File: config.mk
export PLATFORM = sky130hd
export DESIGN_NAME = fetch_unit
export DESIGN_NICKNAME = d
export VERILOG_FILES = /design/src/rtl/fetch_unit.sv
export SDC_FILE = /design/constraint.sdc
export NUM_CORES = 1
export LEC_CHECK = 0
export CAP_MARGIN = 20
export CORE_AREA = 2 2 181 183
export CTS_CLUSTER_SIZE = 28
export DETAILED_ROUTE_END_ITERATION = 16
export DIE_AREA = 0 0 183 185
export HOLD_SLACK_MARGIN = 0.03
export PLACE_DENSITY_LB_ADDON = 0.05
export RECOVER_POWER = 50
export SYNTH_ARGS = -nofsm -noshare
export SYNTH_HDL_FRONTEND = slang
export SYNTH_SLANG_ARGS = --single-unit
File: constraint.sdc
create_clock -name clk -period 9.7 [get_ports clk]
set_input_delay 2.425 -clock clk [delete_from_list [all_inputs] [get_ports clk]]
set_output_delay 2.425 -clock clk [all_outputs]
set_load 0.02 [all_outputs]
File: src/rtl/fetch_unit.sv
// Instruction-fetch front end: credit-limited request issue, in-order response capture,
// stale-response dropping after redirects, and a DEPTH-entry {instr, pc} FIFO toward decode.
module fetch_unit #(
   parameter int              XLEN            = 32,
   parameter logic [XLEN-1:0] RESET_PC        = '0,
   parameter int              DEPTH           = 4,
   parameter int              MAX_OUTSTANDING = 2
) (
   input  logic            clk,
   input  logic            rst_n,
   output logic            imem_req_valid,
   input  logic            imem_req_ready,
   output logic [XLEN-1:0] imem_req_addr,
   input  logic            imem_rsp_valid,
   input  logic [31:0]     imem_rsp_data,
   input  logic            redirect_valid,
   input  logic [XLEN-1:0] redirect_pc,
   output logic            out_valid,
   input  logic            out_ready,
   output logic [31:0]     out_instr,
   output logic [XLEN-1:0] out_pc,
   output logic [XLEN-1:0] out_pc_plus_4
);

   localparam int AW = $clog2(DEPTH);
   localparam int CW = $clog2(DEPTH + 1);
   localparam int OW = $clog2(MAX_OUTSTANDING + 1);
   localparam int QW = (MAX_OUTSTANDING > 1) ? $clog2(MAX_OUTSTANDING) : 1;
   localparam logic [XLEN-1:0] PC_STEP = XLEN'(4);

   logic            active;
   logic [XLEN-1:0] fetch_pc;
   logic [OW-1:0]   outstanding;
   logic [OW-1:0]   drop_cnt;
   logic [OW-1:0]   outstanding_next;

   logic [XLEN-1:0] ifq_pc [MAX_OUTSTANDING];
   logic [QW-1:0]   ifq_wr;
   logic [QW-1:0]   ifq_rd;

   logic [31:0]     fifo_instr [DEPTH];
   logic [XLEN-1:0] fifo_pc    [DEPTH];
   logic [AW-1:0]   wr_ptr;
   logic [AW-1:0]   rd_ptr;
   logic [CW-1:0]   count;

   logic [CW:0]     credit_used;
   logic [XLEN-1:0] redirect_target;
   logic            req_fire;
   logic            rsp_fire;
   logic            rsp_keep;
   logic            pop;

   function automatic logic [QW-1:0] ifq_inc(input logic [QW-1:0] p);
      return (p == QW'(MAX_OUTSTANDING - 1)) ? '0 : p + QW'(1);
   endfunction

   // Request credit counts both buffered entries and unanswered requests, so the FIFO can never overflow.
   assign credit_used     = (CW + 1)'(count) + (CW + 1)'(outstanding);
   assign imem_req_valid  = active && (outstanding < OW'(MAX_OUTSTANDING))
                                   && (credit_used < (CW + 1)'(DEPTH));
   assign imem_req_addr   = fetch_pc;
   assign redirect_target = redirect_pc & ~XLEN'(3);

   assign req_fire = imem_req_valid && imem_req_ready;
   assign rsp_fire = imem_rsp_valid && (outstanding != '0);
   assign rsp_keep = rsp_fire && (drop_cnt == '0) && !redirect_valid;
   assign pop      = out_valid && out_ready;

   assign outstanding_next = outstanding + OW'(req_fire) - OW'(rsp_fire);

   always_ff @(posedge clk or negedge rst_n) begin
      if (!rst_n) begin
         active      <= 1'b0;
         fetch_pc    <= RESET_PC;
         outstanding <= '0;
         drop_cnt    <= '0;
      end else begin
         active      <= 1'b1;
         outstanding <= outstanding_next;
         if (redirect_valid) begin
            fetch_pc <= redirect_target;
            drop_cnt <= outstanding_next;
         end else begin
            if (req_fire)
               fetch_pc <= fetch_pc + PC_STEP;
            if (rsp_fire && (drop_cnt != '0))
               drop_cnt <= drop_cnt - OW'(1);
         end
      end
   end

   // PCs of live (non-dropped) requests, in issue order.
   always_ff @(posedge clk or negedge rst_n) begin
      if (!rst_n) begin
         ifq_wr <= '0;
         ifq_rd <= '0;
      end else if (redirect_valid) begin
         ifq_wr <= '0;
         ifq_rd <= '0;
      end else begin
         if (req_fire)
            ifq_wr <= ifq_inc(ifq_wr);
         if (rsp_keep)
            ifq_rd <= ifq_inc(ifq_rd);
      end
   end

   always_ff @(posedge clk or negedge rst_n) begin
      if (!rst_n) begin
         wr_ptr <= '0;
         rd_ptr <= '0;
         count  <= '0;
      end else if (redirect_valid) begin
         wr_ptr <= '0;
         rd_ptr <= '0;
         count  <= '0;
      end else begin
         if (rsp_keep)
            wr_ptr <= wr_ptr + AW'(1);
         if (pop)
            rd_ptr <= rd_ptr + AW'(1);
         count <= count + CW'(rsp_keep) - CW'(pop);
      end
   end

   // NOTE: storage arrays carry no reset; pointers and counts define validity and outputs are gated by out_valid.
   always_ff @(posedge clk) begin
      if (req_fire && !redirect_valid)
         ifq_pc[ifq_wr] <= fetch_pc;
      if (rsp_keep) begin
         fifo_instr[wr_ptr] <= imem_rsp_data;
         fifo_pc[wr_ptr]    <= ifq_pc[ifq_rd];
      end
   end

   assign out_valid     = (count != '0);
   assign out_instr     = out_valid ? fifo_instr[rd_ptr] : '0;
   assign out_pc        = out_valid ? fifo_pc[rd_ptr] : '0;
   assign out_pc_plus_4 = out_valid ? fifo_pc[rd_ptr] + PC_STEP : '0;

endmodule

==> reports/qor_table.md, run 1 <==
| Item | Reported |
|---|---|
| Commonest non-fill, non-tap cell in the layout | sky130_fd_sc_hd__edfxtp_1 |
| Yosys warning count | 0 |
| Quantity of gates resized following cts | 0 |
| Nature of the critical path endpoint | output port |
| Post-detailed-route via-to-cell ratio | 5.356 |
| Hpwl dp | 18,760 um |
| Via count of the first global-routing pass | 8,300 |
| Worst voltage drop across the vdd grid | 0.1583 mV |
| Ports | 200 |
| Async set-or-reset flop fraction in the synthesized netlist | 0.1250 |
| Crit path launch type | register |
| TritonCTS clock tree | yes |
| Critical path data required time | 7.28 ns |
| Largest fanout on the critical path | 38 |
| Count of routing violations after the opening detailed-route iteration | 508 |
| Pwr per Cell Area | 270.5 mW/mm2 |
| Clock buffer count from CTS | 38 |
| Mean Syn Cell Area | 16.49 um2 |
| Number of hold violations in the final report | 0 |
| Slew at the pin closest to its max-slew limit | 2.492 ns |
| Area growth from synthesis to final layout | 23.75% |
| Result of the run | finished, violations left |
| Violated checks | max-capacitance violations, max-slew violations |
| Core Area | 0.03204 mm2 |
| Number of antenna diodes | 0 |
| Yosys cell types | 40 |
| Final Power | 4957 uW |
| Clock sink count | 352 |
| Number of cells produced by synthesis | 898 |
| Number of antenna-violating nets in the routed design | 0 |
| Syn Std Cell Area | 0.01481 mm2 |
| Critical register-to-register path startpoint | count[1]$_DFF_PN0_ |
| Final net count | 1,182 |
| Worst hold slack after final layout | 0.5607 ns |
| Crit Path Class | reg2out |
| Area of the die | 0.03386 mm2 |
| Height of the die | 185 um |
| Worst reg2reg path endpoint | drop_cnt[1]$_DFFE_PN0P_ |
| Final Util | 0.5721 |
| Number of buffers on the longest clock path | 3 |
| Clock Root Buffer | sky130_fd_sc_hd__clkbuf_16 |
| Layout Skew | 0.01098 ns |
| Die Width | 183 um |
| Worst slew margin | -0.6613 |
| Leading register cell type out of synthesis | sky130_fd_sc_hd__edfxtp_1 |
| Final min period | 7.227 ns |
| TritonRoute pass-1 iters | 4 |
| Cells traversed along the worst timing path | buf_4 > mux4_1 > ha_1 > nand3_2 > or4_4 > nor4_1 > mux2_2 > clkdlybuf4s50_1 |
| Depth of the worst hold-timing path | 0 |
| H-tree Lvls | 2 |
| Global-route wire length before repair | 47,380 um |
| Total via count in the routed design | 8,227 |
| Clock latency of the later-clocked register in the worst-skew pair | 0.51 ns |
| Leak Pwr | 0.006078 uW |
| Period utilisation layout | 0.7451 |
| Global placer's final weighted congestion | 0.7676 |
| Aggregate global routing overflow | 0 |
| Register clock-pin slew on the reported worst setup and hold paths | 0.06 ns |
| Count of final setup violators | 0 |
| Class of the most critical hold timing path | reg2reg |
| Highest attainable clock frequency | 138.4 MHz |
| Number of enable-type register cells in the synthesized netlist | 308 |
| R2R Setup Slk | 6.57 ns |
| WL/cell | 19.76 um |
| Port buffer count | 191 |
| Flip-flop and latch count after synthesis | 352 |
| Crit-path slowest cell | sky130_fd_sc_hd__dfrtp_2 |
| Total length of routed wires | 30,350 um |
| Highest-count cells in the layout ignoring fill and taps | sky130_fd_sc_hd__edfxtp_1 (308), sky130_fd_sc_hd__clkdlybuf4s50_1 (127), sky130_fd_sc_hd__dlygate4sd3_1 (63), sky130_fd_sc_hd__and2_1 (58) |
| Worst Hold End | ifq_pc[1][26]$_DFFE_PP_ |
| Setup repair after global routing missed its margin | false |
| Antenna violations before repair | 0 |
| Maximum number of pins on one net before global-route repair | 63 |
| Beginning of the worst hold path | imem_req_addr[26]$_DFFE_PN0P_ |
| Total number of placement rows | 66 |
| Setup TNS | 0 ns |
| Aggregate global-route resource usage | 0.1822 |
| CTS Hold Buffers Added | 0 |
| Setup fix buffers added after clock tree synthesis | 0 |
| Starting density of the core | 0.4623 |
| Portion of the post-synthesis area used by sequential elements | 0.6988 |
| Delay of the slowest cell on the worst path | 0.78 ns |
| Count of maximum capacitance violations | 2 |
| DRC violations left | 0 |
| Cells on worst reg2reg path | 11 |
| Fillers | 2,492 |
| Arr. time, crit path | 4.80 ns |
| Share of cells above drive strength 1 | 0.1232 |
| Count of final max-slew check failures | 102 |
==> cells by family (layout without fill, tap and decap cells) <==
| logic type | Yosys count | count (layout) | share of synthesized area |
|---|---|---|---|
| flip-flops | 352 | 352 | 0.6988 |
| adder cells (fa/ha/maj) | 13 | 13 | 0.01149 |
| other | 2 | 7 | 0.0005070 |
| AO/OA/AOI/OAI | 64 | 64 | 0.02315 |
| XOR/XNOR | 36 | 36 | 0.02129 |
| AND/OR/NAND/NOR | 257 | 257 | 0.09199 |
| multiplexers | 104 | 104 | 0.1299 |
| buffers and inverters | 70 | 295 | 0.02289 |
==> per-stage QoR <==
| stage | setup WS (ns) | area [um2] | cells |
|---|---|---|---|
| global route | 2.189 | 18330 | 1536 |
| global placement | 3.006 | 17110 | 1467 |
| CTS | 2.409 | 18340 | 1536 |
| detailed placement | 2.981 | 17110 | 1467 |
| floorplan | 4.276 | 14830 | 903 |
| finish | 2.473 | 18330 | 1536 |
==> synth_stat cells, drive strengths merged (2+ instances only) <==
cell | instances | area, um2
mux2 | 41 | 461.7
and2 | 62 | 387.9
a21oi | 11 | 55.05
nor2b | 2 | 12.51
nand3 | 28 | 150.1
buf | 23 | 162.7
or3 | 13 | 81.33
and4 | 5 | 43.79
dfrtp | 44 | 1101
nor2 | 47 | 176.4
nand4 | 11 | 68.82
xnor2 | 27 | 236.5
nor4 | 13 | 87.58
nand2 | 47 | 183.9
o31ai | 3 | 22.52
xor2 | 9 | 78.83
edfxtp | 308 | 9249
and3 | 6 | 37.54
a31oi | 10 | 62.56
nor3 | 18 | 90.09
inv | 25 | 93.84
or4 | 4 | 33.78
ha | 12 | 150.1
clkbuf | 22 | 82.58
mux4 | 62 | 1453
o21ai | 39 | 195.2
conb | 2 | 7.510
==> how the worst max path moves through the flow <==
| stage | startpoint | to | slack, ns | cells past startpoint |
|---|---|---|---|---|
| floorplan | imem_req_ready | ifq_pc[0][10]$_DFFE_PP_ | 4.28 | 4 |
| detailed placement | rd_ptr[1]$_DFFE_PN0P_ | out_pc_plus_4[30] | 2.98 | 8 |
| global placement | rd_ptr[1]$_DFFE_PN0P_ | out_pc_plus_4[30] | 3.01 | 8 |
| CTS | rd_ptr[1]$_DFFE_PN0P_ | out_pc_plus_4[30] | 2.41 | 8 |
| finish | rd_ptr[1]$_DFFE_PN0P_ | out_pc_plus_4[30] | 2.47 | 8 |
| global route | rd_ptr[1]$_DFFE_PN0P_ | out_pc_plus_4[30] | 2.19 | 8 |
==> sequential cells by signal (all words and copies together), names as in the netlist <==
| signal | cells |
|---|---|
| count | 3 |
| outstanding | 2 |
| rd_ptr | 2 |
| imem_req_addr | 30 |
| ifq_pc | 60 |
| active | 1 |
| fifo_instr | 128 |
| ifq_rd | 1 |
| fifo_pc | 120 |
| ifq_wr | 1 |
| wr_ptr | 2 |
| drop_cnt | 2 |
==> power breakdown <==
part           internal (uW)  switching (uW)  total, uW
combinational            773             903       1680
clock                    845             570       1410
sequential              1770            97.0       1870
==> cell type report <==
cell class / instances / area (um2) / share of cell area
inverter: 25 / 93.84 / 0.005119
tap: 408 / 510.5 / 0.02785
sequential: 352 / 10350 / 0.5649
clock buffer: 43 / 991.0 / 0.05406
timing repair buffer: 201 / 1971 / 0.1075
clock inverter: 26 / 242.7 / 0.01324
multi-input combinational: 481 / 4167 / 0.2273
==> worst max-delay path, delay by kind of cell, from the launching register on <==
family	cells	cell delay, ns
fa+ha+maj	1	0.26
simple gates	3	1.22
mux	2	0.81
buf+inv	2	1.19
flops	1	0.78
==> layer usage <==
layer / up-vias / wire length, um / global-route usage
met2: 231 / 13910 / 0.2852
met3: 43 / 1781 / 0.03343
met4: 0 / 602 / 0.04960
met1: 4100 / 14050 / 0.2651
met5: - / 0 / 0
li1: 3853 / - / -
Note: power is estimated with default switching activity, not from simulation.
==> inputs of run 2 (changes only) <==
==> constraint.sdc (replaced) <==
create_clock -name clk -period 5.8 [get_ports clk]
set_input_delay 1.45 -clock clk [delete_from_list [all_inputs] [get_ports clk]]
set_output_delay 1.45 -clock clk [all_outputs]
set_load 0.02 [all_outputs]
==> run 2 against run 1 <==
- the run still ends with max-capacitance violations, max-slew violations left
- clock power is 62% higher
- sequential power is 65% higher
- power increased by 67%
- final area increased by 0.17%
- worst hold slack got worse by 0.031 ns
- largest cell class unchanged
==> reports/qor_table.md, run 2 (synthesis results as in run 1) <==
| Item | Reported |
|---|---|
| Critical register-to-register path startpoint | outstanding[1]$_DFF_PN0_ |
| Crit path launch type | register |
| Leak Pwr | 0.006090 uW |
| Largest fanout on the critical path | 19 |
| Clock sink count | 352 |
| Register containing the most flip-flops in the final layout | fifo_instr |
| Final net count | 1,189 |
| Clock share of power | 0.276 |
| Critical path data required time | 4.35 ns |
| Worst hold slack after final layout | 0.5301 ns |
| DRC violations left | 0 |
| Hpwl dp | 19,530 um |
| Area taken by flip-flops and latches | 0.01035 mm2 |
| Final min period | 5.532 ns |
| Area growth from synthesis to final layout | 23.97% |
| Pwr per Cell Area | 450.3 mW/mm2 |
| H-tree Lvls | 2 |
| Total length of routed wires | 30,530 um |
| Highest-count cells in the layout ignoring fill and taps | sky130_fd_sc_hd__edfxtp_1 (308), sky130_fd_sc_hd__clkdlybuf4s50_1 (137), sky130_fd_sc_hd__and2_1 (58), sky130_fd_sc_hd__dlygate4sd3_1 (53) |
| Setup fix buffers added after clock tree synthesis | 0 |
| Commonest non-fill, non-tap cell in the layout | sky130_fd_sc_hd__edfxtp_1 |
| Maximum number of pins on one net before global-route repair | 63 |
| Beginning of the worst hold path | imem_req_addr[31]$_DFFE_PN0P_ |
| Layout Skew | 0.01191 ns |
| TritonRoute pass-1 iters | 4 |
| Setup repair after global routing missed its margin | false |
| Die Width | 183 um |
| Depth of the worst hold-timing path | 0 |
| Worst slew margin | -0.6916 |
| Global placer's final weighted congestion | 0.7865 |
| Core Area | 0.03204 mm2 |
| Aggregate global routing overflow | 0 |
| R2R Setup Slk | 2.56 ns |
| Flip-flop count of the largest register, all copies and words added | 128 |
| Number of buffers on the longest clock path | 3 |
| Worst Hold End | ifq_pc[1][31]$_DFFE_PP_ |
| Quantity of gates resized following cts | 0 |
| CTS Hold Buffers Added | 0 |
| Nature of the critical path endpoint | output port |
| Clock Root Buffer | sky130_fd_sc_hd__clkbuf_16 |
| Standard cell area after detailed placement | 0.01716 mm2 |
| Result of the run | finished, violations left |
| Count of maximum capacitance violations | 3 |
| Area of the die | 0.03386 mm2 |
| Final instance count without filler cells | 1,543 |
| Height of the die | 185 um |
| Crit Path Class | reg2out |
| Antenna violations before repair | 0 |
| Share of power burned in combinational logic | 0.351 |
| Internal cell power | 5659 uW |
| Slew at the pin closest to its max-slew limit | 2.537 ns |
| Period utilisation layout | 0.9538 |
| Share of cells above drive strength 1 | 0.1200 |
| Worst voltage drop across the vdd grid | 0.2421 mV |
| Registers with the most flip-flops | fifo_instr: 128 flops, fifo_pc: 120 flops, ifq_pc: 60 flops |
| Combined area of the multi-input logic cells | 0.004156 mm2 |
| Total number of placement rows | 66 |
| Sw frac | 0.3155 |
| Global-route wire length before repair | 47,800 um |
| Class of the most critical hold timing path | reg2reg |
| Final Util | 0.5731 |
| Count of final setup violators | 0 |
| Post-detailed-route via-to-cell ratio | 5.379 |
| Reported net switching power | 2609 uW |
| Port buffer count | 191 |
| Count of routing violations after the opening detailed-route iteration | 423 |
| Total via count in the routed design | 8,300 |
| Register clock-pin slew on the reported worst setup and hold paths | 0.05 ns |
| Worst reg2reg path endpoint | fifo_instr[2][13]$_DFFE_PP_ |
| WL/cell | 19.79 um |
| Number of antenna-violating nets in the routed design | 0 |
| Post-route standard cell area excluding fillers | 0.01836 mm2 |
| Highest attainable clock frequency | 180.8 MHz |
| Count of final max-slew check failures | 124 |
| Violated checks | max-capacitance violations, max-slew violations |
| TritonCTS clock tree | yes |
| Aggregate global-route resource usage | 0.1832 |
| Setup TNS | 0 ns |
| Sequential power share | 0.373 |
| Number of hold violations in the final report | 0 |
| Clock buffer count from CTS | 38 |
| Via count of the first global-routing pass | 8,444 |
| Ports | 200 |
| Cells on worst reg2reg path | 5 |
| Clock latency of the later-clocked register in the worst-skew pair | 0.51 ns |
| Placed Cells incl. Taps | 1,473 |
| Starting density of the core | 0.4623 |
| Fillers | 2,563 |
| Arr. time, crit path | 4.08 ns |
==> run 2: per-stage QoR <==
step,setup WS (ns),power (uW)
finish,0.2678,8268
global route,0.04485,8664
CTS,0.2078,8357
detailed placement,0.7552,6059
global placement,0.7782,6040
floorplan,1.351,4830
==> run 2: worst max-delay path by stage <==
stage	start	end	depth (start not counted)
6_report	rd_ptr[0]$_DFFE_PN0P_	out_pc_plus_4[30]	7
5_1_grt	rd_ptr[0]$_DFFE_PN0P_	out_pc_plus_4[30]	7
4_1_cts	rd_ptr[0]$_DFFE_PN0P_	out_pc_plus_4[31]	7
3_5_place_dp	rd_ptr[0]$_DFFE_PN0P_	out_pc_plus_4[31]	7
3_3_place_gp	rd_ptr[0]$_DFFE_PN0P_	out_pc_plus_4[15]	7
2_1_floorplan	imem_req_ready	ifq_pc[0][10]$_DFFE_PP_	4
==> run 2: power groups by stage <==
stage	Combinational, uW	Sequential, uW	Clock, uW
global placement	2900	3140	0
detailed placement	2920	3140	0
global route	3120	3110	2430
CTS	2920	3090	2340
floorplan	1730	3100	0
finish	2900	3090	2280
==> run 2: area by class of cell <==
class / instances / area share
sequential: 352 / 0.5639
inverter: 25 / 0.005111
tap: 408 / 0.02780
antenna: 2 / 0.0002726
clock buffer: 48 / 0.05499
clock inverter: 19 / 0.009540
timing repair buffer: 208 / 0.1120
multi-input combinational: 481 / 0.2264
==> run 2: metal layers <==
metal,global-route usage,vias to the layer above,part of all wire
met3,0.02930,41,0.053
met4,0.05344,0,0.020
met2,0.2871,240,0.45
met1,0.2675,4147,0.47
li1,-,3872,-
met5,0,-,0
==> run 2: critical path, stage by stage (launching register included) <==
cell and delay [ns]:
sky130_fd_sc_hd__dfrtp_4 0.65, sky130_fd_sc_hd__mux4_1 0.53, sky130_fd_sc_hd__ha_1 0.24, sky130_fd_sc_hd__nand3_2 0.16, sky130_fd_sc_hd__or4_4 0.66, sky130_fd_sc_hd__nor4_1 0.36
sky130_fd_sc_hd__mux2_2 0.38, sky130_fd_sc_hd__clkdlybuf4s50_1 0.59
